===== config.mk =====
export PLATFORM = sky130hd
export DESIGN_NAME = cnn_frame_sequencer
export DESIGN_NICKNAME = d
export VERILOG_FILES = /design/src/rtl/cnn_frame_sequencer.sv
export SDC_FILE = /design/constraint.sdc
export NUM_CORES = 1
export LEC_CHECK = 0
export ABC_AREA = 1
export CORE_ASPECT_RATIO = 1.2
export CORE_MARGIN = 8
export CORE_UTILIZATION = 45
export CTS_CLUSTER_DIAMETER = 120
export DETAILED_ROUTE_END_ITERATION = 16
export PLACE_DENSITY = 0.81
export SETUP_SLACK_MARGIN = 0.15
export SYNTH_ARGS = -nofsm -noshare
export SYNTH_HDL_FRONTEND = slang
export SYNTH_SLANG_ARGS = --single-unit

===== constraint.sdc =====
create_clock -name clk -period 1.6 [get_ports clk]
set_clock_uncertainty 0.2 [all_clocks]
set_input_delay 0.32 -clock clk [delete_from_list [all_inputs] [get_ports clk]]
set_output_delay 0.32 -clock clk [all_outputs]
set_load 0.005 [all_outputs]

===== src/rtl/cnn_frame_sequencer.sv =====
// Frame sequencer for the pixel-stream CNN pipeline: feeds one IMG_W x IMG_H frame,
// tags pixels whose 3x3 window is interior and re-aligns those tags with the results.
module cnn_frame_sequencer #(
    parameter int DATA_W   = 8,
    parameter int IMG_W    = 8,
    parameter int IMG_H    = 8,
    parameter int PIPE_LAT = 6
) (
    input  logic                     clk,
    input  logic                     rst,
    input  logic                     start,
    input  logic                     abort,
    input  logic                     src_valid,
    output logic                     src_ready,
    input  logic signed [DATA_W-1:0] src_data,
    output logic                     pix_valid,
    output logic signed [DATA_W-1:0] pix_data,
    input  logic                     res_valid,
    input  logic signed [DATA_W-1:0] res_data,
    output logic                     out_valid,
    output logic signed [DATA_W-1:0] out_data,
    output logic                     busy,
    output logic                     done,
    output logic                     err
);

    localparam int ROW_W = $clog2(IMG_H);
    localparam int COL_W = $clog2(IMG_W);
    localparam int N_OUT = (IMG_W - 2) * (IMG_H - 2);
    localparam int CNT_W = $clog2(N_OUT + 1);
    localparam int DRN_W = $clog2(PIPE_LAT + 1);

    typedef enum logic [1:0] {IDLE, FEED, DRAIN, DONE} state_t;

    state_t              state;
    logic [ROW_W-1:0]    row;
    logic [COL_W-1:0]    col;
    logic [CNT_W-1:0]    out_cnt;
    logic [DRN_W-1:0]    drain_cnt;
    logic [PIPE_LAT-1:0] tags;
    logic                accept;
    logic                keep;
    logic                tag_out;

    assign src_ready = (state == FEED);
    assign accept    = src_valid & src_ready;
    assign pix_valid = accept;
    assign pix_data  = src_data;
    assign busy      = (state == FEED) || (state == DRAIN);
    assign done      = (state == DONE);
    assign keep      = accept && (row >= ROW_W'(2)) && (col >= COL_W'(2));
    assign tag_out   = tags[PIPE_LAT-1];

    always_ff @(posedge clk or negedge rst) begin
        if (!rst) begin
            state     <= IDLE;
            row       <= '0;
            col       <= '0;
            out_cnt   <= '0;
            drain_cnt <= '0;
            tags      <= '0;
            out_valid <= 1'b0;
            out_data  <= '0;
            err       <= 1'b0;
        end else if (abort) begin
            state     <= IDLE;
            row       <= '0;
            col       <= '0;
            drain_cnt <= '0;
            tags      <= '0;
            out_valid <= 1'b0;
        end else begin
            // Tags travel alongside the pipeline, so they shift even on source gaps.
            tags      <= (tags << 1) | PIPE_LAT'(keep);
            out_valid <= tag_out & res_valid;
            if (tag_out) out_data <= res_data;
            if (out_valid) out_cnt <= out_cnt + CNT_W'(1);
            if (tag_out && !res_valid) err <= 1'b1;

            case (state)
                IDLE: begin
                    if (start) begin
                        state   <= FEED;
                        row     <= '0;
                        col     <= '0;
                        out_cnt <= '0;
                        err     <= 1'b0;
                    end
                end
                FEED: begin
                    if (accept) begin
                        if (col == COL_W'(IMG_W - 1)) begin
                            col <= '0;
                            if (row == ROW_W'(IMG_H - 1)) begin
                                row       <= '0;
                                state     <= DRAIN;
                                drain_cnt <= DRN_W'(PIPE_LAT);
                            end else begin
                                row <= row + ROW_W'(1);
                            end
                        end else begin
                            col <= col + COL_W'(1);
                        end
                    end
                end
                DRAIN: begin
                    if (drain_cnt == '0) state <= DONE;
                    else drain_cnt <= drain_cnt - DRN_W'(1);
                end
                DONE: begin
                    state <= IDLE;
                    if (out_cnt != CNT_W'(N_OUT)) err <= 1'b1;
                end
                default: state <= IDLE;
            endcase
        end
    end

endmodule


==> results.cfg <==
[synth]
synthMuxAreaShare_pct = 4.88
ys_ff_latch = 33
postSynthAreaPerCell_um2 = 8.28
yosysTopAreaCellShare_pct = 44.7
synth_cells = 223
netlist-cell-type-count = 20
synth.area.top_cells = dfrtp_1, ha_1, nand2_1
synth_top_area_cell = dfrtp_1
synth_compound_gate_area_share_pct = 4.27
synth_nets = 260
ys_seq_area_share_pct = 44.7
synth-simple-area-share_pct = 24.2
synth_top_family_by_area = simple AND/OR/NAND/NOR gates
synth_xor_area_share_pct = 0
synthAdderAreaFrac_pct = 10.2
yosysWarnings = 0
synth_area_mm2 = 0.00185

[sta]
rsz0062_at_grt = yes
period_needed_ns = 1.81
worst_pin_slew_ns = 0.280
post-route-period-util_pct = 113
slew_violations = 0
max_freq_mhz = 554
hold_viol = 0
setup_viol = 17
worst_slack_ns = -0.207
slew_headroom_pct = 81.3

[clocking]
clk_latency_ns = 0.29
cts_hold_repair.buffers = 0
numCtsBuffers = 5
cts.clk_slew.worst_paths_ns = 0.07
cts_buffer_depth = 2
cts-root-buf = clkbuf_8
htree_num_levels = 2
cts_sinks = 33
cts_tree = done

[worst_setup_path]
max_stage_delay_ns = 0.40
cp-start-kind = register
crit_path_max_fanout = 3
arrival_ns = 1.82
r2r_end = col[0]
worst-path-buf-inv = 6
worstPathCellList = inv_2 -> buf_6 -> buf_6 -> buf_6 -> ha_4 -> inv_4 -> nor2_4 -> nand2_2 -> buf_4 -> nor2_2 -> nand2_1 -> o21ai_1
required_ns = 1.61
slowest_stage = dfrtp_1
crit_type = register to register
r2r_setup_slack_ns = -0.21
worstRegToRegCells = 12
timing.rr.start = state[1]
cp_top_family = buffers and inverters
critPathCaptureType = register
crit_top_cell = buf_6

[layout]
syn2layout_area_growth_pct = 51.3
diodes = 0
layout_commonest_cell = nand2_1
stdcell_area_mm2 = 0.00279
drive_gt1_share_pct = 36.5
finish.net_count = 329
final_cell_mix = nand2_1, buf_4, dfrtp_1

[global_routing]
antenna_found_initial = 0
grt_max_degree = 34
grt_overflow = 0
grt_pass1_wl_um = 8140
grt_usage_pct = 16.1
grt_pass1_vias = 1865

[routing]
avgRoutedWirePerCell_um = 14.2
final_antenna_net_count = 0
drt-initial-drc-count = 82
route.detailed.drc = 0
via_per_inst = 4.95
wirelength_um = 4930
routed-via-count = 1718
dr.pass1.iters = 4

[pwr]
p_leak_uw = 0.00144
power.density_mw_per_mm2 = 1250
p_comb_share_pct = 52.4
netSwitchingFraction_pct = 37.3
pwr-share-clk_pct = 18.0
report.power.total_uw = 3490
netSwitchingPower_uw = 1300
internal_power_uw = 2190
max-vdd-ir-drop_mv = 0.863
sequentialPowerShare_pct = 29.6

[worst_hold_path]
hp-class = primary input to asynchronous set/reset pin

[run_status]
violations = setup timing
status = finished with violations

[floorplanning]
die_y_um = 86.2
rows = 25
core_area_mm2 = 0.00394
ioPinCount = 44
die_w_um = 74.5
initial_core_util_pct = 46.9
die_area_mm2 = 0.00642

[run]
maxCapViolations = 0

[placement]
port_buffers = 27
gp_congestion = 0.893
post-dp-hpwl_um = 3070
placed_area_mm2 = 0.00234
[worst max path at each step]
stage,startpoint,end,slack (ns),cells after the start
2_1_floorplan,col[1],drain_cnt[2],0.1,7
3_3_place_gp,src_valid,pix_valid,-0.32,4
3_5_place_dp,src_valid,pix_valid,-0.34,4
4_1_cts,state[1],row[2],-0.15,13
5_1_grt,state[1],col[0],-0.27,12
6_report,state[1],col[0],-0.21,12
[power groups by stage]
stage / clock, uW / sequential, uW / combinational [uW]
after floorplan: 0 / 1040 / 656
after global placement: 0 / 1030 / 1180
after detailed placement: 0 / 1030 / 1230
after CTS: 642 / 1030 / 1650
after global routing: 673 / 1040 / 1990
final: 628 / 1030 / 1830
[area by class of cell]
cell class,count,area [um2]
Clock buffer,5,68.8
Clock inverter,3,17.5
Fill cell,296,1150
Inverter,37,146
Multi-Input combinational cell,143,1010
Sequential cell,33,827
Tap cell,54,67.6
Timing Repair Buffer,72,659
[synth_stat cells]
master / n
a211oi_1: 1
buf_6: 1
nor2_2: 3
inv_2: 1
dfrtp_1: 33
nand2_1: 49
nand2_2: 3
mux2_2: 8
buf_4: 9
nor2_1: 31
o21ai_2: 1
nor3_1: 7
ha_1: 15
nand3_2: 1
o21ai_0: 7
o21bai_1: 1
nand3_1: 9
nand4_1: 3
a21oi_1: 4
inv_1: 36
[logic make-up after synthesis]
logic type	after synthesis
muxes	8
and+or+nand+nor	106
AOI/OAI and AO/OA	14
buffers and inverters	47
DFF	33
adders and majority gates	15
[what timing repair did]
action	4_1_cts	5_1_grt
resized for setup	89	15
buffers inserted	11	6
pin swaps	15	14
hold endpoints to repair	0	0
setup endpoints to repair	40	20
[layer usage]
| layer | part of all wire, % | routed length (um) | track usage [%] |
|---|---|---|---|
| met5 | 0 | 0 | 0 |
| met4 | 3.0 | 149 | 7.68 |
| met3 | 6.4 | 318 | 4.50 |
| met2 | 53 | 2630 | 28.8 |
| met1 | 37 | 1840 | 16.6 |
[metrics by stage]
stage	setup TNS [ns]	instances	utilization (%)	setup slack, ns	hold WS (ns)
finish	-2.53	347	70.9	-0.207	0.201
global route	-3.66	347	70.9	-0.270	0.229
CTS	-1.83	341	68.6	-0.154	0.207
detailed placement	-6.59	322	59.3	-0.339	0.254
global placement	-5.67	322	59.3	-0.317	0.239
floorplan	0	223	-	0.0962	-0.176
[sequential cells by signal, summed over array words and instances (netlist names)]
| register | count |
|---|---|
| out_data | 8 |
| tags | 6 |
| out_cnt | 6 |
| row | 3 |
| col | 3 |
| out_valid | 1 |
| drain_cnt | 3 |
| state | 2 |
| err | 1 |
[worst reg2reg max path, stage by stage, from the launching register on]
cell     delay [ns]
dfrtp_1        0.40
inv_2          0.07
buf_6          0.11
buf_6          0.09
buf_6          0.08
ha_4           0.15
inv_4          0.04
nor2_4         0.15
nand2_2        0.09
buf_4          0.14
nor2_2         0.07
nand2_1        0.06
o21ai_1        0.08
Note: power is estimated with default switching activity, not from simulation.
